## config.mk

```make
export PLATFORM = sky130hd
export DESIGN_NAME = fetch_pc_gen
export DESIGN_NICKNAME = d
export VERILOG_FILES = /design/src/rtl/fetch_pkg.sv /design/src/rtl/fetch_mask_gen.sv /design/src/rtl/fetch_pc_gen.sv
export SDC_FILE = /design/constraint.sdc
export NUM_CORES = 1
export LEC_CHECK = 0
export ABC_AREA = 1
export BUFFER_PORTS_ARGS = -buffer_cell sky130_fd_sc_hd__buf_2
export CAP_MARGIN = 0
export CORE_ASPECT_RATIO = 1.2
export CORE_MARGIN = 4
export CORE_UTILIZATION = 44
export CTS_CLUSTER_SIZE = 10
export DETAILED_ROUTE_END_ITERATION = 10
export PLACE_DENSITY = 0.81
export SETUP_SLACK_MARGIN = 0.15
export SLEW_MARGIN = 20
export SYNTH_ARGS = -nofsm -noshare
export SYNTH_HDL_FRONTEND = slang
export SYNTH_HIERARCHICAL = 1
export SYNTH_SLANG_ARGS = --single-unit
```

## constraint.sdc

```tcl
create_clock -name clk -period 1.6 [get_ports clk]
set_clock_uncertainty 0.05 [all_clocks]
set_input_delay 0 -clock clk [delete_from_list [all_inputs] [get_ports clk]]
set_output_delay 0 -clock clk [all_outputs]
set_load 0.05 [all_outputs]
```

## src/rtl/fetch_pkg.sv

```systemverilog
// Shared types for the fetch PC generator: FSM states, next-PC sources and
// the bundle-size helper.
package fetch_pkg;

    typedef enum logic [1:0] {
        BOOT   = 2'd0,
        RUN    = 2'd1,
        HALTED = 2'd2
    } fetch_state_t;

    typedef enum logic [2:0] {
        TRAP     = 3'd0,
        REDIRECT = 3'd1,
        PRED     = 3'd2,
        SEQ      = 3'd3,
        HOLD     = 3'd4
    } pc_src_t;

    // Bytes covered by one fetch bundle of 32-bit instructions.
    function automatic int fetch_bytes(input int fetch_width);
        return 4 * fetch_width;
    endfunction

endpackage

```

## src/rtl/fetch_mask_gen.sv

```systemverilog
// Per-slot valid mask for a bundle: slot i is valid when it sits at or above
// the word offset of the fetch PC within its aligned bundle.
module fetch_mask_gen #(
    parameter int FETCH_WIDTH = 2,
    parameter int OFF_W       = 1
) (
    input  logic [OFF_W-1:0]       offset,
    output logic [FETCH_WIDTH-1:0] mask
);

    always_comb begin
        mask = '0;
        for (int i = 0; i < FETCH_WIDTH; i++) begin
            mask[i] = (i >= int'(offset));
        end
    end

endmodule

```

## src/rtl/fetch_pc_gen.sv

```systemverilog
// Fetch PC generator: boot/run/halt control, prioritised next-PC selection and
// slot mask. Define FETCH_PC_PERF_EN to build the saturating perf counters.
module fetch_pc_gen
    import fetch_pkg::*;
#(
    parameter int              XLEN         = 32,
    parameter int              FETCH_WIDTH  = 2,
    parameter logic [XLEN-1:0] RESET_VECTOR = '0
) (
    input  logic                   clk,
    input  logic                   reset_n,
    input  logic                   trap_en,
    input  logic [XLEN-1:0]        trap_target,
    input  logic                   redirect_en,
    input  logic [XLEN-1:0]        redirect_target,
    input  logic                   pred_en,
    input  logic [XLEN-1:0]        pred_target,
    input  logic                   halt_req,
    output logic                   fetch_valid,
    input  logic                   fetch_ready,
    output logic [XLEN-1:0]        fetch_pc,
    output logic [FETCH_WIDTH-1:0] fetch_mask,
    output logic                   flush,
    output logic [31:0]            perf_redirects,
    output logic [31:0]            perf_stall_cycles
);

    localparam int              FETCH_BYTES = fetch_bytes(FETCH_WIDTH);
    localparam int              LOG2_FB     = $clog2(FETCH_BYTES);
    localparam int              OFF_W       = (FETCH_WIDTH > 1) ? $clog2(FETCH_WIDTH) : 1;
    localparam logic [XLEN-1:0] ALIGN_MASK  = {XLEN{1'b1}} << LOG2_FB;
    localparam logic [XLEN-1:0] WORD_MASK   = {XLEN{1'b1}} << 2;

    fetch_state_t            state_q;
    fetch_state_t            state_d;
    pc_src_t                 src;
    logic [XLEN-1:0]         pc_d;
    logic [FETCH_WIDTH-1:0]  mask_d;
    logic [OFF_W-1:0]        mask_off;
    logic                    handshake;
    logic                    redirect_taken;

    assign handshake      = fetch_valid && fetch_ready;
    assign redirect_taken = trap_en || redirect_en;

    always_comb begin
        src = HOLD;
        if (trap_en)                    src = TRAP;
        else if (redirect_en)           src = REDIRECT;
        else if (handshake && pred_en)  src = PRED;
        else if (handshake)             src = SEQ;
    end

    always_comb begin
        pc_d = fetch_pc;
        unique case (src)
            TRAP:     pc_d = trap_target & WORD_MASK;
            REDIRECT: pc_d = redirect_target & WORD_MASK;
            PRED:     pc_d = pred_target & WORD_MASK;
            SEQ:      pc_d = (fetch_pc & ALIGN_MASK) + XLEN'(FETCH_BYTES);
            default:  pc_d = fetch_pc;
        endcase
    end

    // Halting waits until the offered bundle has been consumed, so no bundle is lost.
    always_comb begin
        state_d = state_q;
        unique case (state_q)
            BOOT:    state_d = RUN;
            RUN:     if (halt_req && (!fetch_valid || handshake)) state_d = HALTED;
            HALTED:  if (!halt_req) state_d = RUN;
            default: state_d = BOOT;
        endcase
        if (redirect_taken) state_d = RUN;
    end

    generate
        if (FETCH_WIDTH > 1) begin : g_off
            assign mask_off = pc_d[LOG2_FB-1:2];
        end else begin : g_off_single
            assign mask_off = 1'b0;
        end
    endgenerate

    fetch_mask_gen #(
        .FETCH_WIDTH (FETCH_WIDTH),
        .OFF_W       (OFF_W)
    ) u_mask_gen (
        .offset (mask_off),
        .mask   (mask_d)
    );

    always_ff @(posedge clk or negedge reset_n) begin
        if (!reset_n) begin
            state_q     <= BOOT;
            fetch_valid <= 1'b0;
            fetch_pc    <= RESET_VECTOR;
            fetch_mask  <= '1;
            flush       <= 1'b0;
        end else begin
            state_q     <= state_d;
            fetch_valid <= (state_d == RUN);
            fetch_pc    <= pc_d;
            fetch_mask  <= mask_d;
            flush       <= redirect_taken;
        end
    end

`ifdef FETCH_PC_PERF_EN
    logic [31:0] redirects_q;
    logic [31:0] stalls_q;

    function automatic logic [31:0] sat_inc(input logic [31:0] v);
        return (v == 32'hFFFF_FFFF) ? v : v + 32'd1;
    endfunction

    always_ff @(posedge clk or negedge reset_n) begin
        if (!reset_n) begin
            redirects_q <= '0;
            stalls_q    <= '0;
        end else begin
            if (redirect_taken)              redirects_q <= sat_inc(redirects_q);
            if (fetch_valid && !fetch_ready) stalls_q    <= sat_inc(stalls_q);
        end
    end

    assign perf_redirects    = redirects_q;
    assign perf_stall_cycles = stalls_q;
`else
    assign perf_redirects    = '0;
    assign perf_stall_cycles = '0;
`endif

endmodule

```

==> results.yml, run 1 <==
yosys:
  ys_ff_latch: 36
  synth_cell_type_count: 36
  yosysSeqAreaShare_pct: 27.32
  synthCells: 508
  yosys_warnings: 6
  avgSynthCellArea_um2: 6.510
  syn_area_mm2: 0.003307
die:
  placementRows: 34
  die_y_um: 103.0
  core_area_mm2: 0.007274
  die-area_mm2: 0.008972
  die_w_um: 87.14
  io_pins: 203
  start_util_pct: 45.46
placement:
  routabilityCongestion: 0.9252
  dp_slack_ps: 80.51
  port_buffers: 130
  dp_hpwl_um: 8348
  place_area_mm2: 0.003943
pwr:
  vdd_ir_drop_max_uv: 459.1
  power_frac_clock_pct: 19.3
  leakagePower_uw: 0.002333
  powerDensity_mw_per_mm2: 705.9
  seqPwrFrac_pct: 34.6
  p_switching_uw: 1583
  p_int_uw: 1779
  p_sw_share_pct: 47.09
  p_comb_share_pct: 46.2
setup_path:
  crit_buf_inv: 0
  arrival_ps: 1650
  end_kind: "register"
  path_class: "reg -> reg"
  cp.required_ps: 1730
  critPathMaxStageDelay_ps: 410
  cp-start-kind: "register"
  path_max_fanout: 6
  path_cells: "ha_4 -> nand2_4 -> nor2_4 -> nand2_4 -> nor2_4 -> nand3_1 -> nand3_1 -> nand4_1"
  cp_slowest_cell: "dfrtp_2"
  path_delay_family: "simple AND/OR/NAND/NOR gates"
cts:
  cts_root_buf: "clkbuf_8"
  cts_buffers: 5
  cts_buffer_depth: 2
  h-tree-depth: 2
  cts.sinks: 36
  clk_latency_ps: 300
  cts_tree: "done"
  path_clk_slew_ps: 80
global_routing:
  grt_pass1_wl_um: 18020
  antenna_found_initial: 0
  grt_max_degree: 23
  grt_pass1_vias: 3800
  grt.total_usage_pct: 25.44
  grt-ovfl-total: 0
final_layout:
  antenna_cells: 0
  final_layout_size_suffix_gt1_share_pct: 35.45
  layout_commonest_cell: "nand2_1"
  nNetsFinal: 811
  syn_to_final_growth_pct: 44.00
  fin_area_mm2: 0.004762
  fillers: 657
  final_cell_mix: "131 x nand2_1, 130 x buf_2, 67 x conb_1"
timing:
  timing.final.crit_share_pct: 94.80
  slew_viol_final: 0
  clock.fmax_mhz: 659.3
  rsz0062_at_grt: "true"
  hold_viol: 1
  period_needed_ps: 1517
  timing.hold.ws_ps: -2.191
  tightest_slew_ps: 519.6
  finalWorstSetupSlack_ps: 83.20
  timing.setup.tns_ps: 0
  setup_violations: 0
  slew_headroom_pct: 65.36
run_status:
  violations: "hold timing"
  status: "finished, violations left"
drt:
  route.detailed.drc: 0
  viasPerCell: 5.074
  drtIter0Drc: 284
  dr_total_vias: 4049
  dr.pass1.iters: 6
  drtAntennaViolNets: 0
  wirelength_um: 12140
  routedWlPerCell_um: 15.21
worst_hold_path:
  hold_path_class: "in -> reg"
job:
  maxCapViolations: 0
-- registers in the layout (all words and copies together), names as in the netlist --
signal,cells
flush,1
state_q,2
fetch_pc,30
fetch_valid,1
fetch_mask,2
-- power by group through the flow --
| stage | logic (uW) | registers, uW | clock network (uW) |
|---|---|---|---|
| CTS | 1460 | 1160 | 653 |
| global route | 1650 | 1170 | 688 |
| detailed placement | 1340 | 1180 | 0 |
| finish | 1550 | 1160 | 647 |
| floorplan | 799 | 1460 | 0 |
| global placement | 1320 | 1170 | 0 |
-- layer usage --
layer	track usage (%)	vias to the layer above	part of all wire, %
li1	-	1922	-
met2	46.46	215	52
met5	0	-	0
met1	30.18	1870	38
met3	3.997	42	7.9
met4	8.501	0	2.8
-- kinds of logic (layout without fill, tap and decap cells) --
logic type	Yosys count	count (layout)	share of synthesized area, %
xor+xnor	1	1	0.2649
compound gates	77	77	14.26
fa+ha+maj	1	1	0.3783
other cells	2	67	0.2271
flops	36	36	27.32
simple gates	267	267	35.34
buf+inv	124	259	22.21
-- tightest hold or removal path, stage by stage --
cell and delay (ps):
buf_2 80, a22o_1 110, a21oi_1 40, o211ai_1 70
-- synth_stat cells (all sizes together) --
cell type  instances  area share (%)
a21oi             36             5.4
a221oi             1            0.26
a22o              10             2.6
a22oi              4            0.91
a31oi              3            0.57
buf               77              17
clkbuf             5            0.57
clkinv             3            0.34
conb               2            0.23
dfrtp             34              26
dfstp              2             1.6
ha                 1            0.38
inv               39             4.4
nand2            142              16
nand3             47             7.1
nand3b             2            0.45
nand4              9             2.2
nor2              62             8.3
nor3               2            0.30
o2111ai            2            0.53
o211ai             1            0.23
o21ai             12             1.8
o21bai             7             1.6
o311ai             1            0.26
or2                3            0.57
xor2               1            0.26
-- layout make-up --
| type | count | area [um^2] | share of cell area (%) |
|---|---|---|---|
| Clock inverter | 1 | 5.005 | 0.1051 |
| Timing Repair Buffer | 209 | 1406 | 29.53 |
| Tap cell | 90 | 112.6 | 2.365 |
| Clock buffer | 7 | 76.32 | 1.603 |
| Multi-Input combinational cell | 413 | 2066 | 43.38 |
| Inverter | 42 | 158.9 | 3.337 |
| Sequential cell | 36 | 937.1 | 19.68 |
-- path summary, 6_finish.rpt --
kind	start	end	slack, ps	depth (start not counted)
setup reg to reg	fetch_pc[4]	fetch_pc[21]	80	8
min in group asynchronous	reset_n	flush	160	2
max in group asynchronous	reset_n	fetch_pc[22]	710	3
hold reg to reg	state_q[0]	state_q[1]	440	1
hold / removal	redirect_target[15]	fetch_pc[15]	-2	4
setup / recovery	fetch_pc[4]	fetch_pc[21]	80	8
-- what timing repair did --
action,4_1_cts,5_1_grt
hold endpoints to repair,53,1
hold buffers,50,1
cloned,0,0
buffers inserted,5,10
gates resized for setup,7,34
setup endpoints to repair,16,26
pin swaps,5,9
-- stage by stage --
| stage | instances | utilization [%] | total power [uW] |
|---|---|---|---|
| 2_1_floorplan | 573 | - | 2261 |
| 3_3_place_gp | 725 | 54.20 | 2488 |
| 3_5_place_dp | 725 | 54.20 | 2512 |
| 4_1_cts | 788 | 63.02 | 3271 |
| 5_1_grt | 798 | 65.46 | 3517 |
| 6_report | 798 | 65.46 | 3362 |
(Power assumes the default switching activity.)
==> run 2, diff against run 1 <==
==> constraint.sdc (replaced) <==
create_clock -name clk -period 1.6 [get_ports clk]
set_clock_uncertainty 0.05 [all_clocks]
set_input_delay 0.32 -clock clk [delete_from_list [all_inputs] [get_ports clk]]
set_output_delay 0.32 -clock clk [all_outputs]
set_load 0.05 [all_outputs]
==> run 2 against run 1 <==
The flow now finishes without violations. Hold slack improved by 200 ps. Utilization decreased by 6.0 points. Total power increased by 0.30%. Fmax increased by 1.2%. Final cell count decreased by 6.4%. Largest cell class unchanged.
==> results.yml, run 2 (same netlist as run 1, synthesis figures left out) <==
final_layout:
  layout_commonest_cell: "nand2_1"
  reg.largest.list: "fetch_pc x30, fetch_mask x2, state_q x2"
  antenna_cells: 0
  fin_area_mm2: 0.004327
  final_layout_size_suffix_gt1_share_pct: 38.20
  largest_register: "fetch_pc"
  largest_reg_flops: 30
  layoutNonFillerInstCount: 747
  fillers: 738
  syn_to_final_growth_pct: 30.84
  nNetsFinal: 760
  final_cell_mix: "130 x nand2_1, 124 x buf_2, 67 x conb_1"
drt:
  viasPerCell: 4.837
  drtIter0Drc: 100
  dr.pass1.iters: 4
  drtAntennaViolNets: 0
  route.detailed.drc: 0
  dr_total_vias: 3613
  routedWlPerCell_um: 14.06
  wirelength_um: 10510
die:
  die-area_mm2: 0.008972
  placementRows: 34
  core_area_mm2: 0.007274
  io_pins: 203
  die_w_um: 87.14
  die_y_um: 103.0
  start_util_pct: 45.46
cts:
  cts_buffers: 5
  h-tree-depth: 2
  cts.sinks: 36
  cts_buffer_depth: 2
  path_clk_slew_ps: 80
  clk_latency_ps: 290
  cts_tree: "done"
  cts_root_buf: "clkbuf_8"
worst_hold_path:
  holdCritStartpoint: "pred_target[7]"
  whs_path_depth: 3
  min_delay_worst_endpoint: "fetch_pc[7]"
  hold_path_class: "in -> reg"
timing:
  slew_headroom_pct: 62.32
  timing.final.crit_share_pct: 93.67
  rsz0062_at_grt: "true"
  setup_violations: 0
  tightest_slew_ps: 564.3
  finalWorstSetupSlack_ps: 101.2
  slew_viol_final: 0
  timing.hold.ws_ps: 201.6
  hold_viol: 0
  clock.fmax_mhz: 667.2
  period_needed_ps: 1499
pwr:
  powerDensity_mw_per_mm2: 779.3
  vdd_ir_drop_max_uv: 431.3
  leakagePower_uw: 0.002132
global_routing:
  grt-ovfl-total: 0
  grt_pass1_vias: 3400
  grt_max_degree: 31
  grt_pass1_wl_um: 16220
  grt.total_usage_pct: 22.81
  antenna_found_initial: 0
setup_path:
  rr_startpoint: "fetch_pc[4]"
  path_max_fanout: 6
  path_delay_family: "simple AND/OR/NAND/NOR gates"
  arrival_ps: 1680
  cp.required_ps: 1780
  cp-start-kind: "register"
  end_kind: "register"
  reg2reg_slack_ps: 100
  cp_slowest_cell: "dfrtp_2"
  crit_buf_inv: 0
  critPathMaxStageDelay_ps: 420
  path_class: "reg -> reg"
  path_cells: "ha_4 -> nand2_4 -> nor2_4 -> nand2_4 -> nor2_4 -> nand2_1 -> nand2_1 -> nand3_1 -> a21oi_1"
  r2r-end: "fetch_pc[29]"
  rr_worst_depth: 9
placement:
  port_buffers: 130
  place_area_mm2: 0.003945
  dp.cells: 727
  dp_slack_ps: 21.13
  routabilityCongestion: 0.9226
  dp_hpwl_um: 8284
job:
  maxCapViolations: 0
run_status:
  status: "completed"
[run 2: cell count changes in the layout (fill, tap and decap cells not counted), sizes merged]
cell         previous run  this run
buf                   159       155
clkbuf                  7        10
clkinv                  4         3
dlygate4sd3            50         1
[run 2: cell type report]
cell class                      count  area (um^2)  area share, %
Multi-Input combinational cell    413         2083          48.15
Tap cell                           90        112.6          2.603
Inverter                           42        158.9          3.673
Sequential cell                    36        937.1          21.66
Clock buffer                        8        100.1          2.313
Timing Repair Buffer              158        934.6          21.60
[run 2: power by group]
part | internal [uW] | switching (uW) | total, uW
clock network | 394 | 369 | 764
logic | 392 | 1050 | 1450
registers | 1020 | 145 | 1160
total | 1800 | 1570 | 3370
[run 2: stage by stage]
step	setup TNS [ps]	utilization, %	total power, uW
finish	0	59.48	3372
global route	-50.75	59.48	3539
CTS	0	56.50	3286
detailed placement	0	54.23	2503
global placement	0	54.23	2483
floorplan	-3.950	-	2261
[run 2: timing repair]
action,CTS,global route
resized for setup,8,50
hold buffers,1,0
setup buffers,4,7
setup endpoints to repair,17,29
gates cloned,0,0
endpoints found under the hold margin,14,0
pin swaps,9,14
[run 2: worst max path at each step]
stage                      from            to  slack (ps)  cells after the start
floorplan           fetch_pc[4]   fetch_pc[9]          -4                     10
global placement    fetch_pc[4]  fetch_pc[23]          80                      9
detailed placement      trap_en  fetch_pc[31]          20                      8
finish              fetch_pc[4]  fetch_pc[29]         100                      9
global route        fetch_pc[6]  fetch_pc[22]         -30                      8
CTS                 fetch_pc[4]  fetch_pc[21]          90                      9
[run 2: worst register-to-register path: cells and delay by family (launching register included)]
| kind | cells | cell delay, ps |
|---|---|---|
| and+or+nand+nor | 7 | 690 |
| AOI/OAI and AO/OA | 1 | 110 |
| DFF | 1 | 420 |
| adders and majority gates | 1 | 160 |
[run 2: routing by layer]
layer,global-route usage (%),part of all wire (%),up-vias
met1,28.98,41,1646
met5,0,0,-
met3,2.558,6.7,12
met4,4.486,1.1,0
met2,41.67,51,138
li1,-,-,1817
==> run 3, diff against run 2 <==
Settings changed: GPL_TIMING_DRIVEN from default to 0, PLACE_DENSITY 0.81 to 0.8, SYNTH_HIERARCHICAL 1 to default.
==> run 3 against run 2 <==
Via count up 10%. Utilization grew 8.7 points. Synthesized cell count grew 2.0%. Clock power fell by 9.7%. Die area increased by 0.97%. Hold slack got worse by 130 ps. Combinational power rose by 15%. Final cell count is 12% higher. Critical path type unchanged. Critical endpoint is now fetch_pc[11].
==> results.yml, run 3 <==
run_status:
  status: "completed"
drt:
  drtAntennaViolNets: 0
  dr_total_vias: 3991
  routedWlPerCell_um: 14.62
  dr.pass1.iters: 4
  viasPerCell: 4.763
  wirelength_um: 12260
  drtIter0Drc: 202
  route.detailed.drc: 0
setup_path:
  end_kind: "register"
  timing.critical_path.mode_cell: "nand2_4"
  critPathMaxStageDelay_ps: 410
  path_class: "reg -> reg"
  cp_slowest_cell: "dfrtp_2"
  path_cells: "ha_4 -> nand2_4 -> nor2_4 -> nand2_4 -> buf_4 -> xor2_1 -> or2_0 -> nand4_1"
  path_max_fanout: 4
  cp.required_ps: 1790
  arrival_ps: 1760
  cp-start-kind: "register"
timing:
  timing.final.crit_share_pct: 98.35
  tightest_slew_ps: 848.1
  period_needed_ps: 1574
  clock.fmax_mhz: 635.5
  timing.setup.tns_ps: 0
  slew_headroom_pct: 43.46
  rsz0062_at_grt: "true"
  hold_viol: 0
  setup_violations: 0
  slew_viol_final: 0
pwr:
  powerDensity_mw_per_mm2: 701.1
  p_comb_share_pct: 47.7
  p_switching_uw: 1676
  p_total_uw: 3499
  p_int_uw: 1823
  p_sw_share_pct: 47.91
  leakagePower_uw: 0.002663
  power_frac_clock_pct: 19.7
  vdd_ir_drop_max_uv: 415.8
  seqPwrFrac_pct: 32.6
yosys:
  synth_cell_type_count: 34
  netlist_top_cells_area: "dfrtp_1 25%, nand2_1 16%, buf_4 15%"
  synth_edf_count: 0
  yosys_warnings: 0
  synthCells: 518
  avgSynthCellArea_um2: 6.452
  synth_top_family_by_area: "simple AND/OR/NAND/NOR gates"
  synth_compound_area_share_pct: 14.23
  yosys.area_share.simple_pct: 36.35
  synth_xor_xnor_area_share_pct: 0.2621
  ys_ff_latch: 35
  synth_top_cell_area_share_pct: 25.46
  synthArstFlopShare_pct: 100.0
  synthMuxAreaShare_pct: 0
  synth_top_area_cell: "dfrtp_1"
  yosys_most_used_dff: "dfrtp_1"
  synth_most_common_cell: "nand2_1"
  yosysSeqAreaShare_pct: 26.24
  synth_common_cells: "141 x nand2_1, 69 x buf_4, 59 x nor2_1"
  synthAdderAreaFrac_pct: 0.3744
  syn_area_mm2: 0.003342
final_layout:
  syn_to_final_growth_pct: 49.34
  final_layout_size_suffix_gt1_share_pct: 47.59
  final_cell_mix: "131 x buf_2, 123 x nand2_1, 97 x buf_4"
  nNetsFinal: 851
  antenna_cells: 0
  reg.largest.list: "fetch_pc x30, state_q x2"
  utilization_pct: 68.21
  layoutNonFillerInstCount: 838
  layout_commonest_cell: "buf_2"
  largest_reg_flops: 30
  largest_register: "fetch_pc"
  fillers: 679
global_routing:
  grt.total_usage_pct: 25.55
  grt_pass1_wl_um: 17860
  grt_pass1_vias: 3690
  antenna_found_initial: 0
  grt-ovfl-total: 0
  grt_max_degree: 36
cts:
  cts_root_buf: "clkbuf_8"
  cts.sinks: 35
  clk_latency_ps: 300
  cts_buffers: 5
  path_clk_slew_ps: 90
  cts_buffer_depth: 2
  cts_tree: "done"
  h-tree-depth: 2
job:
  maxCapViolations: 0
worst_hold_path:
  hold_path_class: "in -> async"
placement:
  dp.cells: 802
  dp_hpwl_um: 9437
  routabilityCongestion: 0.8921
  port_buffers: 129
die:
  placementRows: 34
  core_area_mm2: 0.007317
  die_w_um: 87.56
  io_pins: 203
  die-area_mm2: 0.009059
  start_util_pct: 45.67
  die_y_um: 103.5
-- run 3: per-stage QoR --
step           cell area (um^2)  hold WS (ps)  setup slack [ps]
6_report                   4991         73.88             26.36
5_1_grt                    4991         131.8            -53.92
4_1_cts                    4552         100.1             60.65
3_5_place_dp               4400         411.8            -73.90
3_3_place_gp               4400         398.6            -46.60
2_1_floorplan              3642        -25.59             30.86
-- run 3: kinds of logic after synthesis --
kind of cell             Yosys count
XOR/XNOR                           1
AO/OA/AOI/OAI                     79
other                              2
AND/OR/NAND/NOR                  275
adder cells (fa/ha/maj)            1
buffers and inverters            125
flip-flops                        35
-- run 3: area by class of cell --
type / count / area, um^2 / share of cell area, %
clock buffer: 5 / 68.82 / 1.379
tap: 90 / 112.6 / 2.256
inverter: 43 / 168.9 / 3.384
sequential: 35 / 910.9 / 18.25
multi-input combinational: 423 / 2236 / 44.80
timing repair buffer: 157 / 882.1 / 17.67
buffer: 82 / 591.8 / 11.86
clock inverter: 3 / 20.02 / 0.4011
-- run 3: power groups by stage --
stage	sequential [uW]	combinational (uW)	clock [uW]
2_1_floorplan	1440	824	0
3_3_place_gp	1150	1460	0
3_5_place_dp	1150	1480	0
4_1_cts	1130	1510	690
5_1_grt	1150	1780	732
6_report	1140	1670	690
-- run 3: final timing paths --
path	startpoint	to	slack, ps	depth (start not counted)
setup / recovery	fetch_pc[3]	fetch_pc[11]	30	8
hold / removal	reset_n	fetch_pc[5]	70	1
setup reg to reg	fetch_pc[3]	fetch_pc[11]	30	8
hold reg to reg	state_q[0]	state_q[1]	420	1
max in group asynchronous	reset_n	fetch_pc[21]	830	1
min in group clk	trap_target[11]	fetch_pc[11]	190	3
-- run 3: what timing repair did --
action | CTS | global route
hold buffers | 0 | 0
setup buffers | 4 | 24
gates resized for setup | 10 | 82
pin swaps | 2 | 25
setup endpoints to repair | 21 | 30
-- run 3: per-layer routing --
layer	vias up	GRT usage [%]	routed length, um
met5	-	0	0
met4	0	10.04	292
met3	21	4.200	927
met2	163	46.11	6356
met1	1803	30.03	4678
li1	2004	-	-
-- run 3: critical path, delay by kind of cell, from the launching register on --
kind,cells,cell delay (ps)
xor gates and xnor gates,1,140
adders and majority gates,1,170
and+or+nand+nor,5,600
DFF,1,410
buffers and inverters,1,150
